## config.mk

```make
export PLATFORM = sky130hd
export DESIGN_NAME = dc_dc_buck_timing_regs
export DESIGN_NICKNAME = d
export VERILOG_FILES = /design/src/rtl/dc_dc_buck_timing_pkg.sv /design/src/rtl/dc_dc_buck_chan_calc.sv /design/src/rtl/dc_dc_buck_timing_regs.sv
export SDC_FILE = /design/constraint.sdc
export NUM_CORES = 2
export LEC_CHECK = 0
export CORE_ASPECT_RATIO = 0.9
export CORE_MARGIN = 5
export CORE_UTILIZATION = 60
export DETAILED_ROUTE_END_ITERATION = 8
export PLACE_DENSITY_LB_ADDON = 0.05
export SKIP_CTS_REPAIR_TIMING = 1
export SYNTH_ARGS = -nofsm -noshare
export SYNTH_HDL_FRONTEND = slang
export SYNTH_HIERARCHICAL = 1
export SYNTH_SLANG_ARGS = --single-unit
```

## constraint.sdc

```tcl
create_clock -name clk -period 19.3 [get_ports clk]
set_input_delay 3.86 -clock clk [delete_from_list [all_inputs] [get_ports clk]]
set_output_delay 3.86 -clock clk [all_outputs]
set_load 0.01 [all_outputs]
```

## src/rtl/dc_dc_buck_timing_pkg.sv

```systemverilog
// Shared constants and types for the runtime-programmable buck timing register block.
package dc_dc_buck_timing_pkg;

    // Number of derived switch channels; the formula set defines exactly ten.
    localparam int unsigned NUM_CH  = 10;
    // Number of staging registers.
    localparam int unsigned NUM_REG = 11;

    // Staging register addresses
    localparam logic [3:0] ADDR_DS       = 4'd0;
    localparam logic [3:0] ADDR_DL       = 4'd1;
    localparam logic [3:0] ADDR_DT       = 4'd2;
    localparam logic [3:0] ADDR_OL       = 4'd3;
    localparam logic [3:0] ADDR_DC       = 4'd4;
    localparam logic [3:0] ADDR_DD       = 4'd5;
    localparam logic [3:0] ADDR_OFF_S_A1 = 4'd6;
    localparam logic [3:0] ADDR_OFF_L_A1 = 4'd7;
    localparam logic [3:0] ADDR_OFF_S_B1 = 4'd8;
    localparam logic [3:0] ADDR_OFF_L_B1 = 4'd9;
    localparam logic [3:0] ADDR_D_L_A1   = 4'd10;

    // Channel indices, in bus order
    localparam logic [3:0] CH_S_T  = 4'd0;
    localparam logic [3:0] CH_S_A1 = 4'd1;
    localparam logic [3:0] CH_S_A2 = 4'd2;
    localparam logic [3:0] CH_S_B1 = 4'd3;
    localparam logic [3:0] CH_S_B2 = 4'd4;
    localparam logic [3:0] CH_L_T  = 4'd5;
    localparam logic [3:0] CH_L_A1 = 4'd6;
    localparam logic [3:0] CH_L_A2 = 4'd7;
    localparam logic [3:0] CH_L_B1 = 4'd8;
    localparam logic [3:0] CH_L_B2 = 4'd9;

    typedef enum logic [1:0] {
        StIdle,
        StCalc,
        StCheck,
        StArmed
    } state_e;

endpackage

```

## src/rtl/dc_dc_buck_chan_calc.sv

```systemverilog
// Combinational derivation of one channel's offset/duty from the staged primitives,
// plus the legality check of the whole set. Sums are formed SIZE+3 bits wide so the
// checks see the true values; only the chosen channel result is cut to SIZE bits.
module dc_dc_buck_chan_calc
    import dc_dc_buck_timing_pkg::*;
#(
    parameter int unsigned SIZE = 13
) (
    input  logic [3:0]      idx_i,
    input  logic [SIZE-1:0] ds_i,
    input  logic [SIZE-1:0] dl_i,
    input  logic [SIZE-1:0] dt_i,
    input  logic [SIZE-1:0] ol_i,
    input  logic [SIZE-1:0] dc_i,
    input  logic [SIZE-1:0] dd_i,
    input  logic [SIZE-1:0] off_s_a1_i,
    input  logic [SIZE-1:0] off_l_a1_i,
    input  logic [SIZE-1:0] off_s_b1_i,
    input  logic [SIZE-1:0] off_l_b1_i,
    input  logic [SIZE-1:0] d_l_a1_i,
    output logic [SIZE-1:0] offset_o,
    output logic [SIZE-1:0] duty_o,
    output logic            chk_fail_o
);

    localparam int unsigned W = SIZE + 3;
    // PWM period length, 2**SIZE counts
    localparam logic [W-1:0] MVal = W'(1) << SIZE;

    logic [W-1:0] ds, dl, dt, ol, dc, dd;
    logic [W-1:0] p1, p2, p3, p3_dt, end_ol, p1_ds;

    assign ds = W'(ds_i);
    assign dl = W'(dl_i);
    assign dt = W'(dt_i);
    assign ol = W'(ol_i);
    assign dc = W'(dc_i);
    assign dd = W'(dd_i);

    assign p1     = ol + dc + dt;
    assign p2     = p1 + ds + dt;
    assign p3     = p2 + dd;
    assign p3_dt  = p3 + dt;
    assign end_ol = p3_dt + ol;
    assign p1_ds  = p1 + ds;

    // Last load pulse must end inside the period; load turn-on must not precede zero.
    assign chk_fail_o = (end_ol > MVal) || (dl > p1_ds);

    // Per-channel offset/duty select
    always_comb begin
        offset_o = '0;
        duty_o   = '0;
        unique case (idx_i)
            CH_S_T:  begin offset_o = SIZE'(p1);        duty_o = ds_i;                  end
            CH_S_A1: begin offset_o = off_s_a1_i;       duty_o = SIZE'(ol + dc);        end
            CH_S_A2: begin offset_o = SIZE'(p2);        duty_o = SIZE'(dd + ol);        end
            CH_S_B1: begin offset_o = off_s_b1_i;       duty_o = ol_i;                  end
            CH_S_B2: begin offset_o = SIZE'(p3);        duty_o = SIZE'(MVal - p3);      end
            CH_L_T:  begin offset_o = SIZE'(p2 - dl);   duty_o = dl_i;                  end
            CH_L_A1: begin offset_o = off_l_a1_i;       duty_o = d_l_a1_i;              end
            CH_L_A2: begin offset_o = SIZE'(p1_ds);     duty_o = SIZE'(ol + dd);        end
            CH_L_B1: begin offset_o = off_l_b1_i;       duty_o = SIZE'(p1_ds - dl);     end
            CH_L_B2: begin offset_o = SIZE'(p3_dt);     duty_o = SIZE'(MVal - end_ol);  end
            default: begin offset_o = '0;               duty_o = '0;                    end
        endcase
    end

endmodule

```

## src/rtl/dc_dc_buck_timing_regs.sv

```systemverilog
// Programmable buck timing registers: staging set, multi-cycle channel derivation into a
// shadow set, legality check, and glitch-free commit to the active set on a PWM period start.
module dc_dc_buck_timing_regs #(
    parameter int unsigned SIZE = 13,
    parameter int unsigned N_CH = 10
) (
    input  logic                 clk,
    input  logic                 reset,
    input  logic                 wr_en,
    input  logic [3:0]           wr_addr,
    input  logic [SIZE-1:0]      wr_data,
    output logic                 wr_nack,
    input  logic                 update_req,
    input  logic                 period_start,
    output logic                 busy,
    output logic                 cfg_err,
    output logic                 upd_done,
    output logic                 active_valid,
    output logic [N_CH*SIZE-1:0] offset_bus,
    output logic [N_CH*SIZE-1:0] duty_bus
);

    import dc_dc_buck_timing_pkg::*;

    state_e                state_q, state_d;
    logic [3:0]            idx_q, idx_d;
    logic [SIZE-1:0]       stg_q [NUM_REG];
    logic [SIZE-1:0]       stg_d [NUM_REG];
    logic [SIZE-1:0]       sh_off_q [N_CH];
    logic [SIZE-1:0]       sh_off_d [N_CH];
    logic [SIZE-1:0]       sh_duty_q [N_CH];
    logic [SIZE-1:0]       sh_duty_d [N_CH];
    logic [N_CH*SIZE-1:0]  act_off_q, act_off_d;
    logic [N_CH*SIZE-1:0]  act_duty_q, act_duty_d;
    logic                  wr_nack_q, wr_nack_d;
    logic                  cfg_err_q, cfg_err_d;
    logic                  upd_done_q, upd_done_d;
    logic                  active_valid_q, active_valid_d;

    logic                  wr_ok;
    logic [SIZE-1:0]       calc_off, calc_duty;
    logic                  calc_fail;

    dc_dc_buck_chan_calc #(
        .SIZE (SIZE)
    ) u_chan_calc (
        .idx_i      (idx_q),
        .ds_i       (stg_q[ADDR_DS]),
        .dl_i       (stg_q[ADDR_DL]),
        .dt_i       (stg_q[ADDR_DT]),
        .ol_i       (stg_q[ADDR_OL]),
        .dc_i       (stg_q[ADDR_DC]),
        .dd_i       (stg_q[ADDR_DD]),
        .off_s_a1_i (stg_q[ADDR_OFF_S_A1]),
        .off_l_a1_i (stg_q[ADDR_OFF_L_A1]),
        .off_s_b1_i (stg_q[ADDR_OFF_S_B1]),
        .off_l_b1_i (stg_q[ADDR_OFF_L_B1]),
        .d_l_a1_i   (stg_q[ADDR_D_L_A1]),
        .offset_o   (calc_off),
        .duty_o     (calc_duty),
        .chk_fail_o (calc_fail)
    );

    assign wr_ok = wr_en && (state_q == StIdle) && (wr_addr <= ADDR_D_L_A1);

    // Next-state logic: staging writes, FSM sequencing, shadow fill and commit
    always_comb begin
        state_d        = state_q;
        idx_d          = idx_q;
        stg_d          = stg_q;
        sh_off_d       = sh_off_q;
        sh_duty_d      = sh_duty_q;
        act_off_d      = act_off_q;
        act_duty_d     = act_duty_q;
        cfg_err_d      = cfg_err_q;
        active_valid_d = active_valid_q;
        upd_done_d     = 1'b0;
        wr_nack_d      = wr_en && !wr_ok;

        if (wr_ok) begin
            stg_d[wr_addr] = wr_data;
        end

        unique case (state_q)
            StIdle: begin
                if (update_req) begin
                    state_d   = StCalc;
                    idx_d     = '0;
                    cfg_err_d = 1'b0;
                end
            end
            StCalc: begin
                sh_off_d[idx_q]  = calc_off;
                sh_duty_d[idx_q] = calc_duty;
                if (idx_q == 4'(N_CH - 1)) begin
                    state_d = StCheck;
                end else begin
                    idx_d = idx_q + 4'd1;
                end
            end
            StCheck: begin
                if (calc_fail) begin
                    cfg_err_d = 1'b1;
                    state_d   = StIdle;
                    for (int k = 0; k < N_CH; k++) begin
                        sh_off_d[k]  = '0;
                        sh_duty_d[k] = '0;
                    end
                end else begin
                    state_d = StArmed;
                end
            end
            StArmed: begin
                // Swap only at a period boundary so no PWM period sees a mixed set.
                if (period_start) begin
                    for (int k = 0; k < N_CH; k++) begin
                        act_off_d[k*SIZE +: SIZE]  = sh_off_q[k];
                        act_duty_d[k*SIZE +: SIZE] = sh_duty_q[k];
                    end
                    upd_done_d     = 1'b1;
                    active_valid_d = 1'b1;
                    state_d        = StIdle;
                end
            end
            default: state_d = StIdle;
        endcase
    end

    // State registers with synchronous reset clearing every set and output
    always_ff @(posedge clk) begin
        if (reset) begin
            state_q        <= StIdle;
            idx_q          <= '0;
            act_off_q      <= '0;
            act_duty_q     <= '0;
            wr_nack_q      <= 1'b0;
            cfg_err_q      <= 1'b0;
            upd_done_q     <= 1'b0;
            active_valid_q <= 1'b0;
            for (int r = 0; r < NUM_REG; r++) begin
                stg_q[r] <= '0;
            end
            for (int k = 0; k < N_CH; k++) begin
                sh_off_q[k]  <= '0;
                sh_duty_q[k] <= '0;
            end
        end else begin
            state_q        <= state_d;
            idx_q          <= idx_d;
            stg_q          <= stg_d;
            sh_off_q       <= sh_off_d;
            sh_duty_q      <= sh_duty_d;
            act_off_q      <= act_off_d;
            act_duty_q     <= act_duty_d;
            wr_nack_q      <= wr_nack_d;
            cfg_err_q      <= cfg_err_d;
            upd_done_q     <= upd_done_d;
            active_valid_q <= active_valid_d;
        end
    end

    assign busy         = (state_q != StIdle);
    assign wr_nack      = wr_nack_q;
    assign cfg_err      = cfg_err_q;
    assign upd_done     = upd_done_q;
    assign active_valid = active_valid_q;
    assign offset_bus   = act_off_q;
    assign duty_bus     = act_duty_q;

endmodule

```

==> impl_metrics.yaml <==
synthesis:
  synth.yosys.seq_area_share_pct: 40.2
  yosysWarnings: 6
  synth.avg_cell_area_um2: 8.43
  ys_types: 88
  synth-edff-count: 0
  syn-num-nets: 4156
  synth_cells: 3979
  synthArstFlopShare_pct: 0
  ys_ff_latch: 673
  ys.flop_type: "dfxtp_1"
  synth_area_mm2: 0.0335
routing:
  wl_um: 110000
  wl_per_cell_um: 22.8
  drt_iter0_drc: 3694
  ant_nets: 0
  viasPerCell: 6.27
  drcViolationCount: 0
  firstDrtPassIters: 6
  vias: 30293
power:
  switchingPower_w: 0.000739
  powerDensity_mw_per_mm2: 76.8
  p_seq_share_pct: 47.0
  p_clk_share_pct: 45.4
  combPwrFrac_pct: 7.5
  p_leak_nw: 14.0
  power_w: 0.00297
  p_int_w: 0.00223
  switching_share_pct: 24.8
  ir_drop_mv: 0.0762
timing:
  period_share_pct: 56.8
  tns_ns: 0
  slew_violations: 0
  rsz0062_at_grt: "false"
  fin_hold_ws_ns: 0.431
  relSlewSlack_pct: 19.0
  setup_viol: 0
  finalCriticalPeriod_ns: 10.96
  hold_violations: 0
  worst_slew_pin_slew_ns: 1.21
  fmax_mhz: 91.3
  skew_ns: 0.0328
placed_design:
  place.port_buffers: 286
  placed_cell_area_mm2: 0.0364
  dp_hpwl_um: 71300
  place_congestion: 0.983
grt:
  grt_antenna_before_repair: 4
  met1_usage_pct: 51.1
  top_usage_layer: "met1"
  use_met3_pct: 8.16
  globalRouteOverflowTotal: 0
  grt_pass1_wl_um: 166000
  grt_use_met2_pct: 49.8
  grt_max_degree: 210
  first_global_vias: 27332
  groute.usage.overall_pct: 34.3
floorplan:
  placementRows: 82
  die_h_um: 234
  die_area_mm2: 0.0607
  die_x_um: 259
  core_area_mm2: 0.0555
  ios: 287
  initial_core_util_pct: 60.4
worst_setup_path:
  cp-end-kind: "register"
  worst_path_max_delay_cell: "o41ai_1"
  critPathRequiredTime_ns: 19.84
  r2r_start: "stg_q[91]"
  cp_max_fo: 209
  critPathMostFrequentCell: "ha_1"
  cp-start-kind: "register"
  crit_start: "stg_q[91]"
  slowest_delay_ns: 1.06
  crit_arrival_ns: 11.49
  crit_type: "reg -> reg"
final_layout:
  most-common-layout-cells: "dfxtp_1 (673), nand2_1 (595), a21oi_1 (594)"
  finish.instance_area_mm2: 0.0387
  syn_to_final_growth_pct: 15.3
  fin_nets: 4207
  drive_gt1_share_pct: 6.77
  mostFrequentLayoutCell: "dfxtp_1"
clock_tree:
  clockBufferDepth: 3
  cts_tree: "done"
  cts_num_sinks: 673
  cts_made_buffers: 69
  h-tree-depth: 3
  insertion_delay_ns: 0.63
  path_clk_slew_ns: 0.06
  clockRootBuffer: "clkbuf_16"
worst_hold_path:
  min-delay-start: "sh_duty_q[52]"
  worstHoldPathType: "reg -> reg"
outcome:
  status: "complete, no violations"
run:
  drv_cap: 0
[cells by family after synthesis]
kind of cell               count (synthesis)  synth area share, %
and+or+nand+nor                         1262                 17.8
AOI/OAI and AO/OA                       1184                 22.9
DFF                                      673                 40.2
buffers and inverters                    433                 5.43
adders and majority gates                155                 6.00
muxes                                    151                 4.51
xor gates and xnor gates                 121                 3.20
[cell type report]
| class | count | area (um2) |
|---|---|---|
| fill | 4572 | 16800 |
| clock inverter | 18 | 226 |
| antenna | 2 | 5.00 |
| clock buffer | 100 | 2070 |
| tap | 756 | 946 |
| timing repair buffer | 338 | 3280 |
| sequential | 673 | 13500 |
| inverter | 75 | 282 |
| multi-input combinational | 2873 | 18400 |
[stage by stage]
step	utilization, %	setup WS, ns	std cells
floorplan	-	11.02	3979
global placement	65.6	8.92	4715
detailed placement	65.6	8.78	4715
CTS	69.7	8.68	4833
global route	69.7	7.78	4833
finish	69.7	8.34	4835
[state kept, by name, indices dropped and copies added (netlist names)]
name and cells:
stg_q 143, active_valid 1, idx_q 4, upd_done 1, sh_off_q 130, duty_bus 130, state_q 2, offset_bus 130
wr_nack 1, sh_duty_q 130, cfg_err 1
[worst max-delay path: cells and delay by family (launching register included)]
family / cells / cell delay (ns)
xor+xnor: 7 / 1.56
fa+ha+maj: 8 / 2.56
simple gates: 10 / 1.33
buf+inv: 1 / 0.71
flops: 1 / 0.35
compound gates: 14 / 4.14
[cell usage after synthesis (32+ instances only)]
master	instances	area share [%]
a221oi_1	32	0.84
a22oi_1	50	1.1
o211ai_2	60	2.2
ha_1	145	5.4
nand3_1	279	4.2
xor2_1	35	0.91
xnor2_1	84	2.2
clkbuf_1	240	2.7
dfxtp_1	673	40
a21o_1	37	0.83
mux2i_1	150	4.5
nand2_1	595	6.7
nor2_1	78	0.87
a21oi_1	594	8.9
nand2b_1	178	3.3
o21ai_0	79	1.2
buf_2	85	1.3
inv_1	71	0.79
o211ai_1	209	4.7
[metal layers]
layer	vias up	routed length, um
met1	14431	48400
li1	14151	-
met4	2	3360
met5	-	12
met3	215	11800
met2	1494	46600
[power groups by stage]
stage	clock network, W	registers, W	logic, W
floorplan	0	0.00143	0.000155
global placement	0	0.00143	0.000217
detailed placement	0	0.00143	0.000216
CTS	0.00136	0.00140	0.000217
global route	0.00143	0.00140	0.000237
finish	0.00135	0.00140	0.000224
[path summary, 6_finish.rpt]
kind	end	slack, ns	depth (start not counted)
max reg2reg	sh_off_q[110]	8.34	40
min	duty_bus[65]	0.43	2
min reg2reg	duty_bus[65]	0.43	2
max	sh_off_q[110]	8.34	40
Power figures use the tool's default switching activity.
